`config.mk`:
```
export PLATFORM = sky130hd
export DESIGN_NAME = sonar_varredura_ctrl
export DESIGN_NICKNAME = d
export VERILOG_FILES = /design/src/rtl/sonar_pkg.sv /design/src/rtl/sonar_frame_mux.sv /design/src/rtl/sonar_varredura_ctrl.sv
export SDC_FILE = /design/constraint.sdc
export NUM_CORES = 1
export LEC_CHECK = 0
export CAP_MARGIN = 20
export CORE_MARGIN = 2
export CORE_UTILIZATION = 52
export CTS_CLUSTER_DIAMETER = 60
export DETAILED_ROUTE_END_ITERATION = 6
export GPL_TIMING_DRIVEN = 0
export PLACE_DENSITY = 0.74
export SLEW_MARGIN = 0
export SYNTH_ARGS = -nofsm -noshare
export SYNTH_HDL_FRONTEND = slang
export SYNTH_HIERARCHICAL = 1
export SYNTH_SLANG_ARGS = --single-unit
```
`constraint.sdc`:
```
create_clock -name clock -period 2.37 [get_ports clock]
set_clock_uncertainty 0.1 [all_clocks]
set_input_delay 0.3555 -clock clock [delete_from_list [all_inputs] [get_ports clock]]
set_output_delay 0.3555 -clock clock [all_outputs]
set_load 0.005 [all_outputs]
```
`src/rtl/sonar_pkg.sv`:
```
// Shared definitions for the sonar sweep controller: FSM state codes (also decoded
// on the debug displays), frame ASCII constants and the angle BCD helper.
package sonar_pkg;

   typedef enum logic [3:0] {
      INICIAL        = 4'd0,
      PREPARA        = 4'd1,
      ESPERA_SERVO   = 4'd2,
      MEDE           = 4'd3,
      AGUARDA_MEDIDA = 4'd4,
      CARREGA        = 4'd5,
      TRANSMITE      = 4'd6,
      AGUARDA_TX     = 4'd7,
      PROXIMA        = 4'd8
   } estado_t;

   localparam logic [6:0]  ASC_ZERO      = 7'h30;
   localparam logic [6:0]  ASC_VIRGULA   = 7'h2C;
   localparam logic [6:0]  ASC_CERQUILHA = 7'h23;
   localparam logic [11:0] DIST_ERRO     = 12'h999;

   // Three-digit BCD of start + pos*step; evaluated at elaboration to build the angle table.
   function automatic logic [11:0] ang_bcd(input int pos, input int start, input int step);
      int v;
      v = (start + pos * step) % 1000;
      return {4'(v / 100), 4'((v / 10) % 10), 4'(v % 10)};
   endfunction

endpackage

```
`src/rtl/sonar_frame_mux.sv`:
```
// Selects one ASCII byte of the "AAA,DDD#" frame from the byte index,
// the angle BCD and the latched distance BCD.
module sonar_frame_mux
   import sonar_pkg::*;
(
   input  logic [2:0]  i_idx,
   input  logic [11:0] i_ang,
   input  logic [11:0] i_dist,
   output logic [6:0]  o_byte
);

   function automatic logic [6:0] digito(input logic [3:0] d);
      return ASC_ZERO + {3'b000, d};
   endfunction

   always_comb begin
      o_byte = ASC_CERQUILHA;
      case (i_idx)
         3'd0:    o_byte = digito(i_ang[11:8]);
         3'd1:    o_byte = digito(i_ang[7:4]);
         3'd2:    o_byte = digito(i_ang[3:0]);
         3'd3:    o_byte = ASC_VIRGULA;
         3'd4:    o_byte = digito(i_dist[11:8]);
         3'd5:    o_byte = digito(i_dist[7:4]);
         3'd6:    o_byte = digito(i_dist[3:0]);
         default: o_byte = ASC_CERQUILHA;
      endcase
   end

endmodule

```
`src/rtl/sonar_varredura_ctrl.sv`:
```
// Sonar sweep controller: steps the servo through N_POS positions (wrap or ping-pong),
// requests a measurement at each one and streams an "AAA,DDD#" frame to the UART.
module sonar_varredura_ctrl
   import sonar_pkg::*;
#(
   parameter int N_POS          = 8,
   parameter int POS_W          = 3,
   parameter int SETTLE_CYCLES  = 100000000,
   parameter int TIMEOUT_CYCLES = 2500000,
   parameter int ANG_START      = 20,
   parameter int ANG_STEP       = 20
) (
   input  logic             clock,
   input  logic             reset,
   input  logic             ligar,
   input  logic             modo,
   input  logic             pronto_medida,
   input  logic [11:0]      distancia,
   input  logic             pronto_tx,
   output logic             medir,
   output logic             partida_tx,
   output logic [6:0]       dado_tx,
   output logic [POS_W-1:0] posicao,
   output logic             fim_posicao,
   output logic             erro_medida,
   output logic [3:0]       db_estado
);

   localparam int               N_TAB       = 1 << POS_W;
   localparam logic [POS_W-1:0] POS_ULT     = POS_W'(N_POS - 1);
   localparam logic [31:0]      SETTLE_FIM  = 32'(SETTLE_CYCLES - 1);
   localparam logic [31:0]      TIMEOUT_FIM = 32'(TIMEOUT_CYCLES - 1);

   estado_t          r_estado;
   logic [31:0]      r_timer;
   logic [POS_W-1:0] r_posicao;
   logic             r_desce;
   logic [2:0]       r_idx;
   logic [11:0]      r_dist;
   logic             r_medir;
   logic             r_partida;
   logic             r_fim;
   logic             r_erro;
   logic [6:0]       r_dado;

   logic [11:0]      w_ang_tab [N_TAB];
   logic [11:0]      w_ang;
   logic [2:0]       w_mux_idx;
   logic [6:0]       w_byte;
   logic [POS_W-1:0] w_pos_prox;
   logic             w_desce_prox;

   for (genvar g = 0; g < N_TAB; g++) begin : g_ang
      assign w_ang_tab[g] = ang_bcd(g, ANG_START, ANG_STEP);
   end

   assign w_ang = w_ang_tab[r_posicao];

   // The byte register is loaded one state ahead of TRANSMITE, so look at the index being moved to.
   assign w_mux_idx = (r_estado == AGUARDA_TX) ? r_idx + 3'd1 : 3'd0;

   sonar_frame_mux u_frame_mux (
      .i_idx  (w_mux_idx),
      .i_ang  (w_ang),
      .i_dist (r_dist),
      .o_byte (w_byte)
   );

   // Default step is +1/up; only the two turn-around cases and the downward walk differ.
   always_comb begin
      w_pos_prox   = r_posicao + POS_W'(1);
      w_desce_prox = 1'b0;
      if (!modo) begin
         if (r_posicao == POS_ULT) w_pos_prox = '0;
      end else if (!r_desce) begin
         if (r_posicao == POS_ULT) begin
            w_pos_prox   = r_posicao - POS_W'(1);
            w_desce_prox = 1'b1;
         end
      end else if (r_posicao != '0) begin
         w_pos_prox   = r_posicao - POS_W'(1);
         w_desce_prox = 1'b1;
      end
   end

   always_ff @(posedge clock) begin
      if (r_estado == AGUARDA_MEDIDA) begin
         if (pronto_medida)               r_dist <= distancia;
         else if (r_timer == TIMEOUT_FIM) r_dist <= DIST_ERRO;
      end
   end

   always_ff @(posedge clock) begin
      if (reset) begin
         r_estado  <= INICIAL;
         r_timer   <= '0;
         r_posicao <= '0;
         r_desce   <= 1'b0;
         r_idx     <= '0;
         r_medir   <= 1'b0;
         r_partida <= 1'b0;
         r_fim     <= 1'b0;
         r_erro    <= 1'b0;
         r_dado    <= '0;
      end else begin
         r_medir   <= 1'b0;
         r_partida <= 1'b0;
         r_fim     <= 1'b0;
         case (r_estado)
            INICIAL: if (ligar) r_estado <= PREPARA;
            PREPARA: begin
               r_timer   <= '0;
               r_posicao <= '0;
               r_desce   <= 1'b0;
               r_erro    <= 1'b0;
               r_estado  <= ESPERA_SERVO;
            end
            ESPERA_SERVO: begin
               if (!ligar) begin
                  r_estado <= INICIAL;
               end else if (r_timer == SETTLE_FIM) begin
                  r_medir  <= 1'b1;
                  r_estado <= MEDE;
               end else begin
                  r_timer <= r_timer + 32'd1;
               end
            end
            MEDE: begin
               r_timer  <= '0;
               r_estado <= AGUARDA_MEDIDA;
            end
            AGUARDA_MEDIDA: begin
               // A measurement arriving on the timeout cycle takes priority over the error.
               if (pronto_medida) begin
                  r_estado <= CARREGA;
               end else if (r_timer == TIMEOUT_FIM) begin
                  r_erro   <= 1'b1;
                  r_estado <= CARREGA;
               end else begin
                  r_timer <= r_timer + 32'd1;
               end
            end
            CARREGA: begin
               r_idx     <= '0;
               r_dado    <= w_byte;
               r_partida <= 1'b1;
               r_estado  <= TRANSMITE;
            end
            TRANSMITE: r_estado <= AGUARDA_TX;
            AGUARDA_TX: begin
               if (pronto_tx) begin
                  if (r_idx == 3'd7) begin
                     r_fim    <= 1'b1;
                     r_estado <= PROXIMA;
                  end else begin
                     r_idx     <= r_idx + 3'd1;
                     r_dado    <= w_byte;
                     r_partida <= 1'b1;
                     r_estado  <= TRANSMITE;
                  end
               end
            end
            PROXIMA: begin
               r_timer <= '0;
               if (ligar) begin
                  r_posicao <= w_pos_prox;
                  r_desce   <= w_desce_prox;
                  r_estado  <= ESPERA_SERVO;
               end else begin
                  r_posicao <= '0;
                  r_desce   <= 1'b0;
                  r_estado  <= INICIAL;
               end
            end
            default: r_estado <= INICIAL;
         endcase
      end
   end

   assign medir       = r_medir;
   assign partida_tx  = r_partida;
   assign dado_tx     = r_dado;
   assign posicao     = r_posicao;
   assign fim_posicao = r_fim;
   assign erro_medida = r_erro;
   assign db_estado   = r_estado;

endmodule

```
# Word level (Yosys, flattened, before mapping)
# Memories as Yosys holds them, arrays and structs flattened.
# Index checks and enable logic that the tools add are counted.
totals:
  ff_bits: 66
  rom_bits: 96
  input_bits: 18
  out_inout_bits: 18
  word_cells: 119
  n_memories: 1
memory_table:
  columns: ["name", "words", "width", "read_ports", "rd_ports_with_merged_regs", "write_ports", "line", "text"]
  rows:
  - ["(name not given)", 8, 12, 1, 0, 0, "sonar_varredura_ctrl.sv:57", "assign w_ang = w_ang_tab[r_posicao];"]
op_classes:
  addsub: 10
  magnitude_cmp: 1
  eq_ne: 28
  n_mux: 47
  n_bitwise: 5
  n_reduce_logical: 16
ops:
  columns: ["operator", "n"]
  rows:
  - ["$mux 32", 4]
  - ["$pmux 32 s3", 1]
  - ["$pmux 7 s7", 1]
  - ["$mux 12", 4]
  - ["$add 6x4->7 const A", 6]
  - ["$pmux 4 s9", 1]
  - ["$add 32x1->32 const B", 1]
  - ["$eq 32x22->1 const B", 1]
  - ["$eq 32x27->1 const B", 1]
  - ["$mux 4", 7]
  - ["$mux 3", 9]
  - ["$eq 4x3->1 const B", 4]
  - ["$eq 3x3->1 const B", 5]
  - ["$mux 7", 2]
  - ["$ne 2x2->1 const B", 7]
  - ["$pmux 7 s2", 1]
  - ["$pmux 3 s2", 2]
  - ["$mux 1", 11]
  - ["$reduce_or 3->1", 3]
  - ["$eq 4x2->1 const B", 2]
  - ["$reduce_bool 2->1", 4]
  - ["$add 3x1->3 const B", 2]
  - ["$eq 3x2->1 const B", 2]
  - ["$pmux 1 s2", 3]
  - ["18 further kinds", 23]

# Logic depth before layout (Yosys ltp)
# Gate-level depths: netlist (run 1).
depth:
  depth_word: 9
  depth_mapped: 11
  ltp_nobuf: 8

# By module
# Netlist (run 1), hierarchy kept.
by_module_without_submodules:
  columns: ["mod", "instances", "cells_per_inst", "area_each_um2", "seq_area_each_um2"]
  rows:
  - ["sonar_varredura_ctrl", 1, 379, 3413.3, 1441.4]
  - ["sonar_frame_mux", 1, 40, 329.1, 0.0]

# Worst setup path after synthesis (run 1)
# OpenSTA, ideal clock, no wires.
synth_timing:
  path_type: "register to register"
  startpoint: "register r_timer[0]"
  endpoint: "register r_estado[0], in the netlist db_estado[0]"
  setup_ps: 67
  arrival_time_ps: 2075
  required_ps: 2203
  path_slack_ps: 127
  stages_incl_launch_ff: 9
  n_path_buf: 1
  period_less_slack_ps: 2243
  path_cell_list: "dfxtp_1 -> ha_1 -> and4_1 -> buf_4 -> nand2_1 -> o31ai_2 -> o211ai_4 -> a2111o_1 -> a21oi_2"
synth_via:
  elab_chain_len: 3
  word_cells_on_any_way: 5
  classes_between: "4 x eq/ne; 1 x reduce/logical"
synth_lines:
  columns: ["element", "line", "text"]
  rows:
  - ["from (decl)", "sonar_varredura_ctrl.sv:35", "logic [31:0] r_timer;"]
  - ["from (signal assigned)", "sonar_varredura_ctrl.sv:125", "r_timer <= r_timer + 32'd1;"]
  - ["from (signal assigned)", "sonar_varredura_ctrl.sv:140", "r_timer <= r_timer + 32'd1;"]
  - ["$eq 32x22->1 or $eq 32x27->1 (tied branches)", "sonar_varredura_ctrl.sv:136, sonar_varredura_ctrl.sv:121", null]
  - ["$ne 3x2->1 (no source line) or $ne 3x3->1 (tied branches)", null, null]
  - ["$reduce_and 4->1 (no source line) (*)", null, null]
  - ["to (signal assigned)", "sonar_varredura_ctrl.sv:135", "r_estado <= CARREGA;"]
  - ["to (signal assigned)", "sonar_varredura_ctrl.sv:138", "r_estado <= CARREGA;"]
  - ["to (signal assigned)", "sonar_varredura_ctrl.sv:147", "r_estado <= TRANSMITE;"]
  - ["to (decl)", "sonar_varredura_ctrl.sv:34", "estado_t r_estado;"]
# Every way passes the cells marked *; elsewhere a longest branch is shown, timed or not.
# A chain may end at the register's enable or synchronous reset.

# Worst setup path after layout (run 1)
# Ends and elaborated chain as after synthesis.

==> impl_metrics.yaml, run 1 <==
outcome:
  status: "complete, no violations"
clock_tree:
  h-tree-depth: 3
  cts-hold-fix-buffers: 0
  clockRootBuffer: "clkbuf_8"
  cts_max_path_buffers: 2
  cts_tree: "yes"
  clk_latency_ns: 0.34
  clkSinkCount: 66
  numCtsBuffers: 9
  clkTransAtPathRegs_ns: 0.07
timing:
  clock.fmax_mhz: 431.7
  timing.final.hold_violations: 0
  period_share: 0.9774
  layout_min_cycle_time_ns: 2.316
  finalWorstSetupSlack_ns: 0.05357
  maxSlewViolCount: 0
  worst_slew_pin_slew_ns: 0.5821
  finalSetupViolCount: 0
  rsz0062_at_grt: "true"
  slew_headroom: 0.6119
synth:
  syn_avg_cell_area_um2: 8.932
  synthFlopType: "dfxtp_1"
  synth_edf_count: 12
  synth.yosys.warnings: 6
  ys_seq_area_frac: 0.3852
  synthArstFlopShare: 0
  syn_area_um2: 3742
  synthCells: 419
  ys_ff_latch: 66
  synth_cell_types: 65
route:
  vias: 3413
  ant_nets: 0
  finalWirelength_um: 9080
  drt_pre_antenna_iters: 5
  viasPerCell: 5.905
  post_drt_wl_per_cell_um: 15.71
  drt-initial-drc-count: 257
  drc_errors: 0
global_route:
  grt_pass1_wl_um: 14790
  gr-total-overflow: 0
  grt_max_degree: 13
  met1_usage: 0.3115
  busiest_layer: "met2"
  grt_pass1_vias: 3155
  use_met2: 0.3969
  grt_use_total: 0.2421
  use_met3: 0.05504
  antenna_found_initial: 0
place:
  place_congestion: 0.9065
  placed_area_um2: 4239
  place_ws_ns: -0.2409
  dp.final_hpwl_um: 6421
  io_buffer_count: 35
pwr:
  ir_worst_vdd_v: 0.0004512
  power.density_nw_per_um2: 590.7
  leakage_nw: 1.608
floorplan:
  rows: 30
  die_h_um: 88.84
  start_util: 0.5448
  io_pins: 36
  dieWidth_um: 88.84
  die_area_um2: 7892
  coreArea_um2: 6869
setup_path:
  crit_chain: "ha_4 > and4_4 > buf_6 > nand2_1 > o31ai_4 > buf_6 > o211ai_4 > a2111o_1 > a21oi_2"
  cp-end-kind: "flip-flop"
  cp.arrival_ns: 2.48
  critical_path_required_ns: 2.54
  cp_top_family: "compound AO/OA/AOI/OAI gates"
  crit_top_cell: "buf_6"
  timing.critical_path.buf_inv: 2
  worst-path-stages: 9
  crit_fanout: 10
  startpoint_type: "flip-flop"
  critPathMaxStageDelay_ns: 0.42
  critPathSlowestCell: "a2111o_1"
  reg2reg_depth: 9
  crit_type: "flip-flop to flip-flop"
layout:
  num_antenna_cells: 0
  mostFrequentLayoutCell: "dfxtp_1"
  ff_latch_area_um2: 1454
  drive_gt1_frac: 0.1411
  nets: 503
  area_delta_synth_final_pct: 21.73
  fillers: 556
  final_cell_area_um2: 4556
  utilization: 0.6632
  multi_input_area_um2: 2157
  final_cell_mix: "dfxtp_1 (50), clkdlybuf4s50_1 (35), a21oi_1 (34)"
hold_path:
  hold_path_class: "flip-flop to flip-flop"
  min_path_cells: 2
run:
  drv_cap: 0
[cell usage after synthesis (2+ instances only)]
master	number	area share
nor4_1	6	0.010
and4_1	6	0.014
nor4b_1	3	0.0070
buf_2	3	0.0040
nor2_1	28	0.028
and3_1	7	0.012
a31oi_1	2	0.0033
clkbuf_2	2	0.0027
nand2_1	28	0.028
mux2_2	3	0.0090
a21oi_1	35	0.047
nand4_1	7	0.012
a22oi_1	3	0.0060
buf_4	5	0.010
o21ai_0	25	0.033
o21ai_1	3	0.0040
inv_1	7	0.0070
nand3b_1	2	0.0040
o31ai_1	9	0.018
clkbuf_1	11	0.011
edfxtp_1	12	0.096
ha_1	8	0.027
and2_1	15	0.025
o211ai_1	3	0.0060
nand4b_1	2	0.0047
or4_1	12	0.024
dfxtp_1	54	0.29
nor3b_1	5	0.010
o21a_1	3	0.0060
buf_6	6	0.018
mux2i_1	18	0.048
or3_1	19	0.032
nor3_1	2	0.0027
conb_1	3	0.0030
xnor2_1	3	0.0070
nand3_1	17	0.023
nor2b_1	3	0.0050
nand2b_1	12	0.020
[repair_timing]
action | in CTS | in global routing
setup endpoints to repair | 49 | 40
setup buffers | 0 | 5
gates resized for setup | 11 | 20
pin swaps | 1 | 5
[per-stage QoR]
step	instances	hold slack (ns)	TNS (ns)	total power [W]
after floorplan	426	0.3463	0	0.001583
after global placement	557	0.3646	-5.878	0.001759
after detailed placement	557	0.3823	-7.113	0.001767
after CTS	573	0.3912	0	0.002683
after global routing	578	0.4137	-0.09978	0.002812
final	578	0.3966	0	0.002691
[power by group]
| group | switching (W) | internal [W] |
|---|---|---|
| logic | 0.000340 | 0.000231 |
| clock network | 0.000417 | 0.000492 |
| registers | 0.0000386 | 0.00117 |
| total | 0.000796 | 0.00190 |
[worst min-delay path: cells and delay by family, from the launching register on]
| kind | cells | cell delay (ns) |
|---|---|---|
| AO/OA/AOI/OAI | 1 | 0.06 |
| flip-flops | 1 | 0.33 |
| AND/OR/NAND/NOR | 1 | 0.06 |
[cell families after synthesis]
kind of cell,count (synthesis),share of synthesized area
AND/OR/NAND/NOR,185,0.2986
buffers and inverters,36,0.05918
AO/OA/AOI/OAI,96,0.1608
flip-flops,66,0.3852
XOR/XNOR,4,0.009363
adder cells (fa/ha/maj),8,0.02675
other,3,0.003009
multiplexers,21,0.05717
[state kept, by name, indices dropped and copies added (netlist names)]
name and cells:
r_desce 1, r_timer 32, db_estado 4, erro_medida 1, medir 1, dado_tx 7, r_idx 3, fim_posicao 1
posicao 3, r_dist 12, partida_tx 1
[layer usage]
metal,up-vias,wire length [µm]
met5,-,0
met1,1625,4154
li1,1650,-
met4,0,180
met2,120,4248
met3,18,497
[layout make-up]
type / count / share of cell area
sequential: 66 / 0.3191
multi-input combinational: 324 / 0.4735
clock buffer: 14 / 0.04010
tap: 96 / 0.02637
timing repair buffer: 40 / 0.08597
inverter: 7 / 0.005768
buffer: 29 / 0.04697
clock inverter: 2 / 0.002197
[final timing paths]
path / startpoint / end / slack [ns]
worst max-delay path: r_timer[0] / db_estado[0] / 0.05
worst min-delay path: r_desce / r_desce / 0.40
worst max register to register: r_timer[0] / db_estado[0] / 0.05
worst min register to register: r_desce / r_desce / 0.40
Power figures use the tool's default switching activity.
==> run 2: changes to the inputs <==
--- a/config.mk
+++ b/config.mk
@@ -7,11 +7,12 @@
 export LEC_CHECK = 0
 export CAP_MARGIN = 20
 export CORE_MARGIN = 2
-export CORE_UTILIZATION = 52
+export CORE_UTILIZATION = 30
 export CTS_CLUSTER_DIAMETER = 60
+export CTS_CLUSTER_SIZE = 12
 export DETAILED_ROUTE_END_ITERATION = 6
 export GPL_TIMING_DRIVEN = 0
-export PLACE_DENSITY = 0.74
+export PLACE_DENSITY = 0.47
 export SLEW_MARGIN = 0
 export SYNTH_ARGS = -nofsm -noshare
 export SYNTH_HDL_FRONTEND = slang
==> run 2 against run 1 <==
Final cell count is 13% higher. Setup slack worse by 0.0064 ns. Utilization is 26 points lower. Global-route usage is 8.5 points lower.
==> impl_metrics.yaml, run 2 (same netlist as run 1, synthesis figures left out) <==
layout:
  area_delta_synth_final_pct: 29.92
  drive_gt1_frac: 0.1602
  final_cell_area_um2: 4862
  num_antenna_cells: 0
  largest-register: "r_timer"
  final_cell_mix: "dfxtp_1 (50), clkdlybuf4s50_1 (35), a21oi_1 (33)"
  mostFrequentLayoutCell: "dfxtp_1"
  largest_register_ffs: 32
  nets: 508
timing:
  finalWorstSetupSlack_ns: 0.04720
  finalSetupViolCount: 0
  timing.final.hold_violations: 0
  holdWs_ns: 0.3859
  worst_slew_pin_slew_ns: 0.5535
  clock.fmax_mhz: 430.5
  slew_headroom: 0.6310
  maxSlewViolCount: 0
  rsz0062_at_grt: "true"
  period_share: 0.9801
  layout_min_cycle_time_ns: 2.323
clock_tree:
  numCtsBuffers: 9
  cts_max_path_buffers: 2
  cts-hold-fix-buffers: 0
  h-tree-depth: 3
  clkTransAtPathRegs_ns: 0.05
  cts_tree: "yes"
  clk_latency_ns: 0.34
  clkSinkCount: 66
  clockRootBuffer: "clkbuf_16"
pwr:
  ir_worst_vdd_v: 0.0002943
  power.density_nw_per_um2: 651.0
  leakage_nw: 1.701
route:
  drc_errors: 0
  ant_nets: 0
  drt-initial-drc-count: 181
  drt_pre_antenna_iters: 4
  finalWirelength_um: 10210
  post_drt_wl_per_cell_um: 15.58
  vias: 3326
  viasPerCell: 5.078
place:
  place_congestion: 0.8061
  place_ws_ns: -0.3597
  dp.final_hpwl_um: 7225
  io_buffer_count: 35
  placed_area_um2: 4329
setup_path:
  critical_path_required_ns: 2.48
  cp-end-kind: "flip-flop"
  reg2reg_depth: 8
  crit_fanout: 10
  startpoint_type: "flip-flop"
  critPathSlowestCell: "nor4_4"
  cp.arrival_ns: 2.43
  crit_chain: "ha_4 > and4_4 > nand4_1 > nor4_4 > o211a_4 > clkbuf_4 > nor4_1 > mux2i_1"
  crit_type: "flip-flop to flip-flop"
  critPathMaxStageDelay_ns: 0.42
global_route:
  grt_pass1_vias: 3156
  gr-total-overflow: 0
  grt_max_degree: 13
  grt_pass1_wl_um: 16220
  grt_use_total: 0.1574
  antenna_found_initial: 0
floorplan:
  die_h_um: 115.7
  rows: 40
  start_util: 0.3090
  coreArea_um2: 12110
  dieWidth_um: 115.7
  io_pins: 36
  die_area_um2: 13380
hold_path:
  min_path_cells: 2
  hold_path_class: "flip-flop to flip-flop"
outcome:
  status: "complete, no violations"
run:
  drv_cap: 0
run 2: routing by layer:
metal  global-route usage  part of all wire  wire length [µm]
met1               0.1946              0.45              4604
met5                    0                 0                 0
met2               0.2741              0.50              5138
met4              0.04603             0.012               122
met3              0.03609             0.033               340
run 2: layout make-up:
type	instances	area, µm²
Buffer	29	230.2
Clock buffer	14	264.0
Clock inverter	2	12.51
Fill cell	1260	7249
Inverter	7	26.28
Multi-Input combinational cell	324	2207
Sequential cell	66	1451
Tap cell	168	210.2
Timing Repair Buffer	45	460.4
run 2: report_power, final:
part	internal (W)	switching, W
registers	0.00117	0.0000391
clock network	0.000764	0.000486
logic	0.000314	0.000389
run 2: worst paths after layout:
path	startpoint	to	slack (ns)
max	r_timer[0]	r_timer[27]	0.05
min	r_desce	r_desce	0.39
max reg2reg	r_timer[0]	r_timer[27]	0.05
min reg2reg	r_desce	r_desce	0.39
run 2: metrics by stage:
| stage | setup TNS (ns) | power [W] | cells | utilization |
|---|---|---|---|---|
| floorplan | 0 | 0.001583 | 426 | - |
| global placement | -10.86 | 0.001792 | 629 | 0.3574 |
| detailed placement | -11.34 | 0.001790 | 629 | 0.3574 |
| CTS | 0 | 0.003064 | 648 | 0.3851 |
| global route | -0.9455 | 0.003301 | 655 | 0.4014 |
| finish | 0 | 0.003165 | 655 | 0.4014 |
run 2: timing repair:
item | 4_1_cts | 5_1_grt
buffers inserted | 3 | 5
cloned | 0 | 2
gates resized for setup | 11 | 36
pin swaps | 2 | 9
setup endpoints to repair | 53 | 54
run 2: critical path: cells and delay by family (launching register included):
family	cells	cell delay, ns
adder cells (fa/ha/maj)	1	0.15
AO/OA/AOI/OAI	1	0.28
AND/OR/NAND/NOR	4	0.90
buffers and inverters	1	0.24
flip-flops	1	0.37
multiplexers	1	0.14
==> run 3: changes to the inputs <==
--- a/config.mk
+++ b/config.mk
@@ -7,12 +7,12 @@
 export LEC_CHECK = 0
 export CAP_MARGIN = 20
 export CORE_MARGIN = 2
-export CORE_UTILIZATION = 30
+export CORE_UTILIZATION = 45
 export CTS_CLUSTER_DIAMETER = 60
-export CTS_CLUSTER_SIZE = 12
+export CTS_CLUSTER_SIZE = 8
 export DETAILED_ROUTE_END_ITERATION = 6
 export GPL_TIMING_DRIVEN = 0
-export PLACE_DENSITY = 0.47
+export PLACE_DENSITY = 0.66
 export SLEW_MARGIN = 0
 export SYNTH_ARGS = -nofsm -noshare
 export SYNTH_HDL_FRONTEND = slang
==> run 3 against run 2 <==
Setup slack got worse by 0.0069 ns. Worst hold slack improved by 0.0031 ns. Count of clock-buffer cells in the layout decreased by 4. Design area decreased by 1.0%. Sequential cell count unchanged. Global-route usage increased by 6.1 points. Largest cell class unchanged. Largest power group is now registers.
==> impl_metrics.yaml, run 3 (same netlist as run 1, synthesis figures left out) <==
place:
  dp.final_hpwl_um: 6700
  placed_cells: 566
  place_ws_ns: -0.2982
  io_buffer_count: 35
  place_congestion: 0.9373
route:
  post_drt_wl_per_cell_um: 16.74
  drt-initial-drc-count: 179
  drc_errors: 0
  finalWirelength_um: 9925
  ant_nets: 0
  vias: 3430
  viasPerCell: 5.784
  drt_pre_antenna_iters: 5
setup_path:
  startpoint_type: "flip-flop"
  cp_top_family: "simple AND/OR/NAND/NOR gates"
  critPathSlowestCell: "or4_1"
  crit_fanout: 7
  r2r-end: "r_timer[24]"
  r2r-start: "r_timer[1]"
  cp.arrival_ns: 2.52
  critPathMaxStageDelay_ns: 0.52
  timing.critical_path.buf_inv: 2
  cp-end-kind: "flip-flop"
  reg2reg_depth: 9
  crit_chain: "ha_4 > and4_4 > nand4_1 > nor4_4 > buf_4 > o211a_4 > buf_8 > or4_1 > a21oi_2"
  crit_type: "flip-flop to flip-flop"
  critical_path_required_ns: 2.56
  r2r_slack_ns: 0.04
global_route:
  grt_pass1_wl_um: 15280
  antenna_found_initial: 0
  grt_max_degree: 13
  grt_pass1_vias: 3198
  gr-total-overflow: 0
  grt_use_total: 0.2182
timing:
  setup-tns-final_ns: 0
  timing.final.hold_violations: 0
  layout_min_cycle_time_ns: 2.330
  period_share: 0.9830
  maxSlewViolCount: 0
  finalSetupViolCount: 0
  worst_slew_pin_slew_ns: 0.6680
  rsz0062_at_grt: "true"
  finalWorstSetupSlack_ns: 0.04025
  clock.fmax_mhz: 429.2
  slew_headroom: 0.5546
floorplan:
  die_h_um: 95.20
  dieWidth_um: 95.20
  io_pins: 36
  coreArea_um2: 8134
  rows: 33
  start_util: 0.4601
  die_area_um2: 9062
layout:
  layout.cells.non_filler: 593
  drive_gt1_frac: 0.1906
  num_antenna_cells: 0
  largest-register: "r_timer"
  nets: 509
  fillers: 700
  final_cell_mix: "dfxtp_1 (50), clkdlybuf4s50_1 (35), a21oi_1 (29)"
  largest_register_ffs: 32
  mostFrequentLayoutCell: "dfxtp_1"
  area_delta_synth_final_pct: 28.62
clock_tree:
  cts_max_path_buffers: 2
  clk_latency_ns: 0.35
  h-tree-depth: 3
  numCtsBuffers: 9
  clockRootBuffer: "clkbuf_8"
  cts-hold-fix-buffers: 0
  cts_tree: "yes"
  clkSinkCount: 66
  clkTransAtPathRegs_ns: 0.07
hold_path:
  min_path_cells: 2
  hold_start: "r_desce"
  hold_end: "r_desce"
  hold_path_class: "flip-flop to flip-flop"
outcome:
  status: "complete, no violations"
pwr:
  power.density_nw_per_um2: 651.0
  leakage_nw: 1.695
  total_power_w: 0.003134
  ir_worst_vdd_v: 0.0004005
run:
  drv_cap: 0
-- run 3: where the power goes --
part	leakage [nW]	switching, W	internal (W)
clock network	0.117	0.000475	0.000703
logic	1.03	0.000406	0.000345
registers	0.545	0.0000356	0.00117
-- run 3: how the worst max path moves through the flow --
| stage | from | endpoint | slack, ns | cells after the start |
|---|---|---|---|---|
| after detailed placement | ligar | r_timer[27] | -0.30 | 7 |
| after floorplan | r_timer[0] | db_estado[0] | 0.13 | 8 |
| final | r_timer[1] | r_timer[24] | 0.04 | 9 |
| after CTS | r_timer[0] | r_timer[24] | 0.005 | 9 |
| after global routing | r_timer[0] | r_timer[27] | -0.04 | 9 |
| after global placement | r_timer[0] | r_timer[27] | -0.24 | 9 |
-- run 3: per-layer routing --
metal	vias up	wire length, µm	track usage
met5	-	0	0
met4	0	212	0.09541
met3	23	493	0.03953
met2	92	4912	0.3773
met1	1644	4307	0.2642
li1	1671	-	-
-- run 3: final cells by class --
type,count,area (µm²),area share
buffer,29,227.7,0.04731
clock buffer,10,127.6,0.02651
clock inverter,6,115.1,0.02391
inverter,7,26.28,0.005459
multi-input combinational,324,2248,0.4671
sequential,66,1451,0.3015
tap,105,131.4,0.02729
timing repair buffer,46,485.5,0.1009
-- run 3: timing repair --
item	in CTS	in global routing
pin swaps	3	15
gates resized for setup	10	48
buffers inserted	2	6
gates cloned	0	3
setup endpoints to repair	49	50
-- run 3: worst reg2reg max path: stages, from the launching register on --
cell     delay [ns]
dfxtp_4        0.37
ha_4           0.17
and4_4         0.20
nand4_1        0.12
nor4_4         0.06
buf_4          0.15
o211a_4        0.28
buf_8          0.16
or4_1          0.53
a21oi_2        0.14
-- run 3: through the flow --
stage                     utilization  hold slack [ns]  instance area, µm²
after global placement         0.5225           0.3655                4250
final                          0.5918           0.3890                4813
after CTS                      0.5579           0.3926                4538
after global routing           0.5918           0.4158                4813
after detailed placement       0.5225           0.3837                4250
after floorplan                     -           0.3463                3769
